[config.mk]
export PLATFORM = sky130hd
export DESIGN_NAME = bridge_req_arbiter
export DESIGN_NICKNAME = d
export VERILOG_FILES = /design/src/rtl/bridge_req_arbiter.sv
export SDC_FILE = /design/constraint.sdc
export NUM_CORES = 1
export LEC_CHECK = 0
export BUFFER_PORTS_ARGS = -buffer_cell sky130_fd_sc_hd__buf_2
export CORE_AREA = 4 4 165 167
export DETAILED_ROUTE_END_ITERATION = 12
export DIE_AREA = 0 0 169 171
export GPL_TIMING_DRIVEN = 0
export HOLD_SLACK_MARGIN = 0.15
export PLACE_DENSITY_LB_ADDON = 0.3
export SYNTH_ARGS = -nofsm -noshare
export SYNTH_HDL_FRONTEND = slang
export SYNTH_SLANG_ARGS = --single-unit
[constraint.sdc]
create_clock -name hclk -period 6.1 [get_ports hclk]
set_input_delay 1.22 -clock hclk [delete_from_list [all_inputs] [get_ports hclk]]
set_output_delay 1.22 -clock hclk [all_outputs]
set_load 0.02 [all_outputs]
[src/rtl/bridge_req_arbiter.sv]
// Round-robin arbiter that funnels NUM_REQ single-beat requesters onto one AHB
// master port toward the bridge, with a bounded data-phase wait and error return.
module bridge_req_arbiter #(
    parameter int NUM_REQ    = 4,
    parameter int DATA_WIDTH = 32,
    parameter int TIMEOUT    = 255
) (
    input  logic                            hclk,
    input  logic                            reset,
    input  logic [NUM_REQ-1:0]              req,
    input  logic [NUM_REQ-1:0]              req_write,
    input  logic [NUM_REQ*32-1:0]           req_addr,
    input  logic [NUM_REQ*3-1:0]            req_size,
    input  logic [NUM_REQ*DATA_WIDTH-1:0]   req_wdata,
    output logic [NUM_REQ-1:0]              gnt,
    output logic [NUM_REQ-1:0]              done,
    output logic [NUM_REQ-1:0]              err,
    output logic [DATA_WIDTH-1:0]           rdata,
    output logic                            hsel,
    output logic [1:0]                      htrans,
    output logic [31:0]                     haddr,
    output logic                            hwrite,
    output logic [2:0]                      hburst,
    output logic [2:0]                      hsize,
    output logic [DATA_WIDTH-1:0]           hwdata,
    input  logic                            hready,
    input  logic                            hresp,
    input  logic [DATA_WIDTH-1:0]           hrdata
);

    localparam int IDX_W = (NUM_REQ > 1) ? $clog2(NUM_REQ) : 1;

    localparam logic [1:0] ST_IDLE = 2'd0;
    localparam logic [1:0] ST_ADDR = 2'd1;
    localparam logic [1:0] ST_DATA = 2'd2;

    localparam logic [1:0] HTRANS_IDLE   = 2'b00;
    localparam logic [1:0] HTRANS_NONSEQ = 2'b10;

    logic [1:0]            state_reg;
    logic [IDX_W-1:0]      last_reg;
    logic [7:0]            wait_reg;
    logic [DATA_WIDTH-1:0] wdata_reg;

    logic [31:0]           addr_arr  [NUM_REQ];
    logic [2:0]            size_arr  [NUM_REQ];
    logic [DATA_WIDTH-1:0] wdata_arr [NUM_REQ];

    logic                  pick_valid;
    logic [IDX_W-1:0]      pick_idx;
    int                    cand;
    logic [IDX_W-1:0]      cand_idx;
    logic [7:0]            wait_next;

    genvar gi;
    generate
        for (gi = 0; gi < NUM_REQ; gi++) begin : g_unpack
            assign addr_arr[gi]  = req_addr[gi*32 +: 32];
            assign size_arr[gi]  = req_size[gi*3 +: 3];
            assign wdata_arr[gi] = req_wdata[gi*DATA_WIDTH +: DATA_WIDTH];
        end
    endgenerate

    // First requesting index at or after the one following the last winner.
    always_comb begin
        pick_valid = 1'b0;
        pick_idx   = '0;
        cand       = 0;
        cand_idx   = '0;
        for (int k = 0; k < NUM_REQ; k++) begin
            cand     = (int'(last_reg) + 1 + k) % NUM_REQ;
            cand_idx = cand[IDX_W-1:0];
            if (!pick_valid && req[cand_idx]) begin
                pick_valid = 1'b1;
                pick_idx   = cand_idx;
            end
        end
    end

    assign wait_next = wait_reg + 8'd1;
    assign hburst    = 3'b000;

    always_ff @(posedge hclk or posedge reset) begin
        if (reset) begin
            state_reg <= ST_IDLE;
            last_reg  <= IDX_W'(NUM_REQ - 1);
            wait_reg  <= '0;
            wdata_reg <= '0;
            gnt       <= '0;
            done      <= '0;
            err       <= '0;
            rdata     <= '0;
            hsel      <= 1'b0;
            htrans    <= HTRANS_IDLE;
            haddr     <= '0;
            hwrite    <= 1'b0;
            hsize     <= 3'b000;
            hwdata    <= '0;
        end else begin
            done <= '0;
            err  <= '0;
            case (state_reg)
                ST_IDLE: begin
                    if (pick_valid) begin
                        gnt       <= NUM_REQ'(1) << pick_idx;
                        last_reg  <= pick_idx;
                        haddr     <= addr_arr[pick_idx];
                        hwrite    <= req_write[pick_idx];
                        hsize     <= size_arr[pick_idx];
                        wdata_reg <= wdata_arr[pick_idx];
                        hsel      <= 1'b1;
                        htrans    <= HTRANS_NONSEQ;
                        state_reg <= ST_ADDR;
                    end
                end
                ST_ADDR: begin
                    if (hready) begin
                        hsel      <= 1'b0;
                        htrans    <= HTRANS_IDLE;
                        hwdata    <= hwrite ? wdata_reg : '0;
                        wait_reg  <= '0;
                        state_reg <= ST_DATA;
                    end
                end
                ST_DATA: begin
                    if (hready) begin
                        done      <= gnt;
                        err       <= hresp ? gnt : '0;
                        rdata     <= hwrite ? '0 : hrdata;
                        gnt       <= '0;
                        state_reg <= ST_IDLE;
                    end else begin
                        wait_reg <= wait_next;
                        // Abort on the edge where the count would reach TIMEOUT.
                        if (wait_next == 8'(TIMEOUT)) begin
                            done      <= gnt;
                            err       <= gnt;
                            rdata     <= '0;
                            gnt       <= '0;
                            state_reg <= ST_IDLE;
                        end
                    end
                end
                default: begin
                    gnt       <= '0;
                    hsel      <= 1'b0;
                    htrans    <= HTRANS_IDLE;
                    state_reg <= ST_IDLE;
                end
            endcase
        end
    end

endmodule
; Word level (Yosys, flattened, before mapping)
; Index checks and enable logic that the tools add are counted.
[op_classes]
n_eq_ne = 7
n_shift = 1
reduce_logical = 16
bitwise = 3
magnitude_cmp = 6
n_mux = 55
n_addsub = 5
[op_table]
columns = operator, n
row1 = 32-bit two-way mux, 8
row2 = 32-bit binary-select mux with 2-bit select, 2
row3 = 4-bit two-way mux, 9
row4 = 2-bit two-way mux, 10
row5 = 8-bit two-way mux, 2
row6 = 8-bit case mux with 2 select lines, 1
row7 = "2-bit by 3-bit < comparator with 1-bit output, second input constant", 5
row8 = 2-bit case mux with 3 select lines, 2
row9 = 4-bit case mux with 3 select lines, 1
row10 = 3-bit AND reduction, 4
row11 = 1-bit two-way mux, 11
row12 = 1-bit binary-select mux with 2-bit select, 5
row13 = "8-bit by 1-bit adder with 8-bit output, second input constant", 1
row14 = "8-bit == test, second input constant", 1
row15 = "2-bit adder, second input constant", 3
row16 = 3-bit binary-select mux with 2-bit select, 1
row17 = 3-bit two-way mux, 2
row18 = "2-bit inequality test, second input constant", 3
row19 = 2-bit AND reduction, 3
row20 = 2-bit nonzero test, 2
row21 = "1-bit by 2-bit << shifter with 4-bit output, first input constant", 1
row22 = "3-bit >= comparator, second input constant", 1
row23 = 1-bit logical AND, 3
row24 = 1-bit logical NOT, 3
row25 = 8 further kinds, 9
[totals]
regBits = 159
input_bits = 312
output_inout_bits = 118
wordCells = 107

; Depth between registers and ports, before layout
; Gate-level depths: netlist of the first run.
[logic_depth]
ltp_word = 17
ltp_mapped = 8
mapped_depth_nobuf = 6

; Worst setup path before layout of the first run
; Ideal clock, no wire load.
[synth_timing]
kind = input -> register
from = input port req[1]
to = register haddr[26]
setup_ns = 0.081
required_time_ns = 6.019
path_slack_ns = 3.167
arrival_ns = 2.852
n_path_buf = 2
cell_stages = 7
path_cell_list = buf_6 -> o211a_4 -> a2111oi_4 -> buf_6 -> nand2_1 -> mux2_2 -> a31oi_2
[synth_between]
elab_chain_cells = 16
word_cells_on_any_way = 27
cone_classes = mux (19) / bitwise (1) / reduce/logical (7)
[synth_lines]
columns = item, line
row1 = "start, declared", 10  ; input logic [NUM_REQ-1:0] req,
row2 = 1-bit binary-select mux with 2-bit select, 73  ; if (!pick_valid && req[cand_idx]) begin
row3 = 1-bit two-way mux (not written as such), 73
row4 = 1-bit two-way mux, 73
row5 = 1-bit logical NOT, 73
row6 = 1-bit logical AND, 73
row7 = 1-bit two-way mux, 73
row8 = 1-bit logical NOT, 73
row9 = 1-bit logical AND, 73
row10 = 1-bit two-way mux, 73
row11 = 1-bit logical NOT, 73
row12 = 1-bit logical AND, 73
row13 = 2-bit two-way mux, 73
row14 = 2-bit inverter with 3-bit output (not written as such), 107  ; haddr <= addr_arr[pick_idx];
row15 = 32-bit binary-select mux with 2-bit select, 107
row16 = 32-bit two-way mux (not written as such) (2 in series), 107
row17 = "end signal, assigned", 107
row18 = "end, declared", 21  ; output logic [31:0] haddr,
; Parallel ways exist; a longest one is shown, timed or not. The select of a mux whose other input is x is not followed.
; A chain may end at the register's enable or synchronous reset.

; Worst setup path in the final report of the first run
[layout_timing]
from = input port req[3]
to = register haddr[14]
; Same word-level chain as after synthesis.

==> impl_metrics.ini, run 1 <==
[yosys]
ys_seq_elements = 157
synthArstFlopShare = 1.00
yosysSeqAreaShare = 0.444
synth_top_flop_cell = dfrtp_1
syn_area_per_cell_sq_um = 9.05
netlist-cell-type-count = 51
yosysWarnings = 0
synthCells = 979
synth_edf_count = 0
syn_area_sq_um = 8860

[worst_setup_path]
rrSetupSlack_ns = 2.90
crit_fanout = 10
cp_data_required_time_ns = 6.37
cpPeakStageDelay_ns = 0.98
crit_type = in2reg
critPathLaunchType = primary input
cp_cell_sequence = buf_2 > nor4_1 > nor3_1 > clkbuf_1 > buf_1 > a31oi_2
arrival_ns = 4.00
cp-end-kind = register
slowest_stage = nor3_1

[timing]
timing.final.crit_share = 0.612
fmax_ghz = 0.268
setup_tns_ns = 0
skew_ns = 0.0161
rsz0062_at_grt = false
final_hold_viol_count = 0
max_slew.worst_pin.slew_ns = 1.25
setup_viol_count_final = 0
relSlewSlack = 0.157
fin_crit_ns = 3.73
slew_viol_final = 0

[clock_network]
cts_buffers = 17
cts_root_buf = clkbuf_16
ctsResizeCount = 0
path_clk_slew_ns = 0.07
cts.sinks = 157
post_cts_buffers = 0
cts_max_path_buffers = 2
postCtsHoldBufs = 0
cts_tree = done
clock_latency_ns = 0.43
cts.htree.levels = 4

[drt]
post_drt_wl_per_cell_um = 19.4
drt-vias-per-instance = 5.16
ant_nets = 0
route.vias.total = 9159
drtPass1Iterations = 5
drt_wl_total_um = 34400
drt_iter0_markers = 539
drcViolationCount = 0

[power]
cellLeakagePower_nw = 5.63
peakVddDrop_mv = 0.201
power_per_cell_area_nw_per_um2 = 503

[final_layout]
areaGrowthSynthToFinish_pct = 36.1
drive_above_1_share = 0.408
finish.utilization = 0.468
fin_area_sq_um = 12100
finalNonFillerCells = 1775
fin_nets = 1738

[grt]
antenna_found_initial = 5
grt_pass1_vias = 9166
grt_remaining_overflow = 0
grt.total_usage = 0.229
grt_max_degree = 90
grt_pass1_wl_um = 51100

[die]
dieArea_sq_um = 28900
placementRows = 59
ios = 430
fp.coreArea_sq_um = 25800
dieHeight_um = 171
die_w_um = 169
start_util = 0.344

[place]
port_buffers = 422
dp.final_hpwl_um = 26800
dpl_cell_area_sq_um = 11400
gp_congestion = 0.910
dp_cells = 1740

[hold_path]
hold_path.class = reg2reg

[job]
drv_cap = 0

[run_status]
status = finished, final reports clean
## worst paths after layout
check,start,end,cells past startpoint
max,req[3],haddr[14],6
min,hwdata[7],hwdata[7],2
max reg2reg,state_reg[0],haddr[14],5
min reg2reg,hwdata[7],hwdata[7],2
max in group asynchronous,reset,last_reg[1],3
min in group asynchronous,reset,rdata[16],2
## power breakdown
group | total (mW) | internal, mW | leakage (nW) | switching [mW]
Sequential | 1.77 | 1.50 | 1.81 | 0.269
Combinational | 3.22 | 1.18 | 3.53 | 2.03
Clock | 1.09 | 0.560 | 0.295 | 0.527
Total | 6.07 | 3.24 | 5.63 | 2.83
## layout make-up
cell class                 instances  area, sq um
multi-input combinational        726         4480
inverter                           7         33.8
fill                            2596        13700
clock buffer                      17          425
clock inverter                    15          193
buffer                            92          439
sequential                       157         3930
antenna                            3         7.51
timing repair buffer             423         2140
tap                              335          419
## metrics by stage
step	setup slack [ns]	power, mW	hold WS, ns
after floorplan	0.648	3.89	0.474
after global placement	-1.44	4.99	0.458
after detailed placement	1.81	5.04	0.468
after CTS	2.27	6.15	0.483
after global routing	2.16	6.52	0.498
final	2.37	6.07	0.478
## layer usage
metal | track usage | routed length, um | part of all wire | vias to the layer above
met5 | 0 | 0 | 0 | -
met2 | 0.407 | 17500 | 0.51 | 339
met1 | 0.273 | 13700 | 0.40 | 4404
li1 | - | - | - | 4349
met3 | 0.0439 | 2030 | 0.059 | 67
met4 | 0.0928 | 1220 | 0.035 | 0
## synth_stat cells, types with 2 or more instances
cell type / n / area (sq um)
nor2b_1: 3 / 18.8
a22oi_1: 104 / 781
buf_6: 8 / 90.1
dfrtp_1: 155 / 3880
a31oi_2: 36 / 450
o211a_1: 4 / 40.0
nand3b_1: 2 / 15.0
nand2b_1: 36 / 225
nand2_1: 215 / 807
buf_2: 12 / 60.1
buf_4: 5 / 37.5
a31oi_1: 33 / 206
clkbuf_1: 62 / 233
nor3_1: 5 / 25.0
o21ai_0: 64 / 320
nor3b_1: 2 / 15.0
a21oi_1: 10 / 50.1
nand3_1: 4 / 20.0
inv_1: 7 / 26.3
o21ai_1: 20 / 100
buf_1: 5 / 18.8
and3_1: 3 / 18.8
mux2_1: 6 / 67.6
nor2_1: 83 / 312
a21o_1: 5 / 37.5
mux2_2: 62 / 698
dfstp_2: 2 / 52.6
ha_1: 2 / 25.0
o22ai_1: 2 / 12.5
## cells by family (layout without fill, tap and decap cells)
group / Yosys count / after routing / synth area share
buffers and inverters: 99 / 554 / 0.0525
multiplexers: 69 / 69 / 0.0875
adder cells (fa/ha/maj): 2 / 2 / 0.00282
AND/OR/NAND/NOR: 360 / 360 / 0.170
AO/OA/AOI/OAI: 290 / 290 / 0.242
flip-flops: 157 / 157 / 0.444
other: 1 / 7 / 0.000423
XOR/XNOR: 1 / 1 / 0.000989
## cells in the final DEF (no fill, tap or decap), types with 3 or more instances in the layout
cell         n
nor2b_1      3
a22oi_1    104
buf_2      434
a21oi_1     10
diode_2      3
buf_6        8
dfrtp_1    155
nor2_1      83
o211a_1      4
clkinv_8     6
mux2_2      62
o21ai_0     64
mux2_1       6
inv_1        6
and3_1       3
nand2_1    215
clkbuf_16   17
conb_1       4
o21ai_1     20
nor3_1       5
inv_8        5
a31oi_1     33
buf_1        5
a21o_1       5
nand2b_1    36
clkbuf_1    62
a31oi_2     36
nand3_1      4
buf_4        5
## critical path, delay by kind of cell
family                 cells  cell delay, ns
AO/OA/AOI/OAI              1            0.17
buffers and inverters      3            1.44
AND/OR/NAND/NOR            2            1.15
(Power assumes the default switching activity.)
==> run 2: changes to the inputs <==
--- a/config.mk
+++ b/config.mk
@@ -5,6 +5,7 @@
 export SDC_FILE = /design/constraint.sdc
 export NUM_CORES = 1
 export LEC_CHECK = 0
+export ABC_AREA = 1
 export BUFFER_PORTS_ARGS = -buffer_cell sky130_fd_sc_hd__buf_2
 export CORE_AREA = 4 4 165 167
 export DETAILED_ROUTE_END_ITERATION = 12
==> constraint.sdc (replaced) <==
create_clock -name hclk -period 3.3 [get_ports hclk]
set_input_delay 0.66 -clock hclk [delete_from_list [all_inputs] [get_ports hclk]]
set_output_delay 0.66 -clock hclk [all_outputs]
set_load 0.02 [all_outputs]
==> run 2 against run 1 <==
Compared with the run above: clock skew is 0.0037 ns lower; flip-flop and latch count stayed put; sequential share of layout area fell by 1.0 points; highest routed layer is now met5; first-iteration DRC count up 50%; sequential power grew 81%; cell count is 25% higher; via count up 17%; synthesized area grew 4.0%; clock power is 80% higher; register-to-register slack lost 2.6 ns; largest power group unchanged; worst setup slack worse by 2.1 ns.
==> impl_metrics.ini, run 2 <==
[run_status]
status = finished, final reports clean

[hold_path]
hold_path.class = in2async

[timing]
max_slew.worst_pin.slew_ns = 0.731
holdWs_ns = 0.231
final_hold_viol_count = 0
fmax_ghz = 0.335
slew_viol_final = 0
relSlewSlack = 0.511
fin_crit_ns = 2.99
rsz0062_at_grt = false
setup_viol_count_final = 0
skew_ns = 0.0124
timing.final.crit_share = 0.905

[worst_setup_path]
cp_data_required_time_ns = 3.67
rrSetupSlack_ns = 0.31
crit_type = reg2reg
r2r-end = wdata_reg[6]
arrival_ns = 3.36
r2r_start = last_reg[0]
critPathLaunchType = register
reg2reg_depth = 14
crit_fanout = 10
cp-end-kind = register

[clock_network]
postCtsHoldBufs = 0
cts_tree = done
cts_root_buf = clkbuf_16
cts.htree.levels = 4
post_cts_buffers = 0
ctsResizeCount = 0
cts.sinks = 157
path_clk_slew_ns = 0.07
cts_buffers = 17
clock_latency_ns = 0.43
cts_max_path_buffers = 2

[yosys]
yosysMostFrequentCell = nand2_1
netlist-cell-type-count = 25
synth_common_cells = 856 x nand2_1, 220 x nand3_1, 155 x dfrtp_1, 41 x buf_2, 38 x clkbuf_1
synthCells = 1418
yosysTopAreaCellShare = 0.421
yosysTopAreaCell = dfrtp_1
ys_seq_elements = 157
syn_area_per_cell_sq_um = 6.50
syn_area_sq_um = 9220
synth_edf_count = 0
synth_top_flop_cell = dfrtp_1
yosysWarnings = 0
yosysSeqAreaShare = 0.427
yosys-top-cells-area = dfrtp_1 42%, nand2_1 35%, nand3_1 12%
synthArstFlopShare = 1.00

[place]
dp.final_hpwl_um = 28700
gp_congestion = 0.892
port_buffers = 425
dpl_cell_area_sq_um = 11900
dp_cells = 2185

[final_layout]
most-common-layout-cells = 856 x nand2_1, 466 x buf_2, 220 x nand3_1
fin_nets = 2183
drive_above_1_share = 0.284
areaGrowthSynthToFinish_pct = 35.1
finish.utilization = 0.483
finalNonFillerCells = 2218
fin_area_sq_um = 12500
final_common_cell = nand2_1

[drt]
drcViolationCount = 0
wl_met2_um = 18500
wl_met3_um = 2280
drt_wl_total_um = 36300
route.vias.total = 10700
top_layer = met5
drt-vias-per-instance = 4.83
drtPass1Iterations = 5
post_drt_wl_per_cell_um = 16.4
drt_iter0_markers = 806
ant_nets = 0
drt-met1-wl_um = 14700

[grt]
antenna_found_initial = 3
grt.total_usage = 0.243
grt_remaining_overflow = 0
grt_pass1_wl_um = 55500
grt_max_degree = 40
grt_pass1_vias = 10400

[power]
peakVddDrop_mv = 0.668
cellLeakagePower_nw = 7.68
power_per_cell_area_nw_per_um2 = 1280
power_mw = 15.9

[die]
dieArea_sq_um = 28900
start_util = 0.358
dieHeight_um = 171
placementRows = 59
ios = 430
die_w_um = 169
fp.coreArea_sq_um = 25800

[job]
drv_cap = 0
-- run 2: cell count changes after synthesis, moves of 33 or more --
| cell | delta |
|---|---|
| nand2_1 | +641 |
| nor2_1 | -68 |
| a22oi_1 | -104 |
| nand2b_1 | -36 |
| a31oi_1 | -33 |
| nand3_1 | +216 |
| mux2_2 | -62 |
| a31oi_2 | -36 |
| o21ai_0 | -52 |
-- run 2: worst max path at each step --
stage	from	to	slack (ns)	depth (start not counted)
finish	last_reg[0]	wdata_reg[6]	0.31	14
global route	last_reg[0]	wdata_reg[9]	0.01	14
CTS	last_reg[0]	wdata_reg[11]	0.22	14
detailed placement	req[3]	wdata_reg[1]	0.22	14
global placement	reset	haddr[18]	-0.40	2
floorplan	reset	done[0]	0.65	1
-- run 2: cell families (layout without fill, tap and decap cells) --
kind of cell | count (synthesis) | in the layout | share of synthesized area
buffers and inverters | 127 | 588 | 0.0694
xor gates and xnor gates | 4 | 4 | 0.00380
other | 1 | 5 | 0.000407
DFF | 157 | 157 | 0.427
adders and majority gates | 2 | 2 | 0.00271
and+or+nand+nor | 1109 | 1109 | 0.487
AOI/OAI and AO/OA | 18 | 18 | 0.00991
-- run 2: routing by layer --
| metal | track usage | vias to the layer above |
|---|---|---|
| li1 | - | 5329 |
| met1 | 0.297 | 4905 |
| met2 | 0.440 | 402 |
| met3 | 0.0441 | 62 |
| met4 | 0.0728 | 4 |
| met5 | 0 | - |
-- run 2: final cells by class --
type,instances,area (sq um)
Antenna cell,1,2.50
Buffer,100,536
Clock buffer,17,425
Clock inverter,15,166
Fill cell,2731,13300
Inverter,27,108
Multi-Input combinational cell,1137,4660
Sequential cell,157,3930
Tap cell,335,419
Timing Repair Buffer,429,2210
-- run 2: stage by stage --
step | setup WS [ns] | TNS [ns]
detailed placement | 0.216 | 0
floorplan | 0.655 | 0
global route | 0.0124 | 0
finish | 0.315 | 0
global placement | -0.401 | -59.81
CTS | 0.220 | 0
-- run 2: where the power goes --
group	leakage, nW	switching (mW)	internal, mW	total [mW]
clock network	0.282	0.943	1.02	1.96
registers	2.04	0.438	2.77	3.20
logic	5.36	7.38	3.36	10.7
total	7.68	8.76	7.14	15.9
-- run 2: worst max-delay path, stage by stage, from the launching register on --
cell and delay (ns):
dfstp_2 0.51, buf_4 0.17, inv_4 0.08, nand2_1 0.06, nand2_1 0.08, nand2_1 0.09, nand2_1 0.12, nand4_1 0.11
nand3_1 0.42, inv_2 0.36, clkbuf_1 0.57, nand2_1 0.12, nand2_1 0.11, nand2_1 0.06, nand2_1 0.05
==> run 3: changes to the inputs <==
--- a/config.mk
+++ b/config.mk
@@ -7,9 +7,9 @@
 export LEC_CHECK = 0
 export ABC_AREA = 1
 export BUFFER_PORTS_ARGS = -buffer_cell sky130_fd_sc_hd__buf_2
-export CORE_AREA = 4 4 165 167
+export CORE_AREA = 4 4 166 168
 export DETAILED_ROUTE_END_ITERATION = 12
-export DIE_AREA = 0 0 169 171
+export DIE_AREA = 0 0 170 172
 export GPL_TIMING_DRIVEN = 0
 export HOLD_SLACK_MARGIN = 0.15
 export PLACE_DENSITY_LB_ADDON = 0.3
==> constraint.sdc (replaced) <==
create_clock -name hclk -period 3.9 [get_ports hclk]
set_input_delay 0.78 -clock hclk [delete_from_list [all_inputs] [get_ports hclk]]
set_output_delay 0.78 -clock hclk [all_outputs]
set_load 0.02 [all_outputs]
==> run 3 against run 2 <==
Compared with the run above: critical path depth unchanged; register-to-register slack improved by 0.63 ns; non-clock buffer count stayed put; first-iteration DRC count down 15%; global-route usage down 0.083 points; largest power group unchanged; clock-buffer cell count is 1 higher; combinational power down 16%; via count grew 0.41%; flip-flop and latch count did not move.
==> impl_metrics.ini, run 3 (synthesis gave the netlist of run 2 again) <==
[die]
start_util = 0.356
ios = 430
dieArea_sq_um = 29200
die_w_um = 170
dieHeight_um = 172
placementRows = 59
fp.coreArea_sq_um = 25900

[place]
gp_congestion = 0.975
dp.final_hpwl_um = 29000
dp_slack_ns = 0.673
port_buffers = 425
dpl_cell_area_sq_um = 11900

[drt]
wl_met3_um = 2350
route.vias.total = 10700
drt_wl_total_um = 36600
top_layer = met5
drt_iter0_markers = 685
post_drt_wl_per_cell_um = 16.5
drt-met1-wl_um = 14600
ant_nets = 0
drtPass1Iterations = 5
wl_met2_um = 18700
drt-vias-per-instance = 4.84
drcViolationCount = 0

[grt]
grt_pass1_wl_um = 55700
grt_remaining_overflow = 0
grt_max_degree = 44
grt.total_usage = 0.243
grt_pass1_vias = 10500
antenna_found_initial = 4

[final_layout]
areaGrowthSynthToFinish_pct = 35.3
fin_area_sq_um = 12500
drive_above_1_share = 0.284
most-common-layout-cells = 856 x nand2_1, 466 x buf_2, 220 x nand3_1
fin_nets = 2183
nFillCells = 2709
multiInputGateArea_sq_um = 4660
regArea_sq_um = 3930
final_common_cell = nand2_1
finish.utilization = 0.481

[power]
peakVddDrop_mv = 0.609
power_per_cell_area_nw_per_um2 = 1080
cellLeakagePower_nw = 7.69

[timing]
slew_viol_final = 0
setup_viol_count_final = 0
setup_tns_ns = 0
worst_slack_ns = 0.943
final_hold_viol_count = 0
skew_ns = 0.0125
holdWs_ns = 0.404
relSlewSlack = 0.473
fmax_ghz = 0.338
timing.final.crit_share = 0.758
rsz0062_at_grt = false
max_slew.worst_pin.slew_ns = 0.788
fin_crit_ns = 2.96

[clock_network]
cts_root_buf = clkbuf_16
cts_max_path_buffers = 2
cts.sinks = 157
clock_latency_ns = 0.43
cts_buffers = 17
post_cts_buffers = 0
postCtsHoldBufs = 0
cts_tree = done
cts.htree.levels = 4
ctsResizeCount = 0
path_clk_slew_ns = 0.07

[worst_setup_path]
arrival_ns = 3.32
reg2reg_depth = 14
crit_type = reg2reg
r2r_start = last_reg[0]
rrSetupSlack_ns = 0.94
critPathLaunchType = register
crit_fanout = 10
cp-end-kind = register
cp_data_required_time_ns = 4.27
r2r-end = wdata_reg[6]

[job]
drv_cap = 0

[run_status]
status = finished, final reports clean

[hold_path]
hold_path.class = in2async
run 3: changes by cell type in the layout (fill, tap and decap cells not counted), sizes merged:
cell / previous run / this run
clkbuf: 55 / 56
inv: 34 / 33
clkinv: 5 / 3
bufinv: 0 / 2
diode: 1 / 2
run 3: stage by stage:
step / total power, mW / instances
floorplan: 8.89 / 1421
global placement: 11.7 / 2181
detailed placement: 11.8 / 2185
CTS: 13.6 / 2217
global route: 14.8 / 2219
finish: 13.5 / 2219
run 3: worst max path at each step:
stage | cells after the start | endpoint | slack [ns] | start
2_1_floorplan | 1 | done[0] | 1.13 | reset
3_3_place_gp | 2 | haddr[16] | 0.11 | reset
3_5_place_dp | 14 | wdata_reg[1] | 0.67 | req[3]
4_1_cts | 14 | wdata_reg[1] | 0.82 | last_reg[0]
5_1_grt | 14 | wdata_reg[1] | 0.63 | last_reg[0]
6_report | 14 | wdata_reg[6] | 0.94 | last_reg[0]
run 3: where the power goes:
group / switching, mW / internal [mW] / leakage, nW
clock network: 0.762 / 0.973 / 0.292
logic: 6.17 / 2.84 / 5.36
registers: 0.378 / 2.34 / 2.04
run 3: worst max-delay path, cell delays in order (launching register included):
cell and delay [ns]:
dfstp_2 0.52, buf_4 0.16, inv_4 0.08, nand2_1 0.06, nand2_1 0.08, nand2_1 0.09, nand2_1 0.12, nand4_1 0.11
nand3_1 0.40, inv_2 0.37, clkbuf_1 0.56, nand2_1 0.12, nand2_1 0.11, nand2_1 0.06, nand2_1 0.06
run 3: area by class of cell:
type | instances | share of cell area
Antenna cell | 2 | 0.000401
Buffer | 100 | 0.0430
Clock buffer | 18 | 0.0344
Clock inverter | 14 | 0.0141
Inverter | 27 | 0.00863
Multi-Input combinational cell | 1137 | 0.374
Sequential cell | 157 | 0.315
Tap cell | 335 | 0.0336
Timing Repair Buffer | 429 | 0.177
run 3: per-layer routing:
layer | vias to the layer above | global-route usage
li1 | 5331 | -
met1 | 4963 | 0.296
met2 | 391 | 0.434
met3 | 57 | 0.0469
met4 | 4 | 0.0778
met5 | - | 0
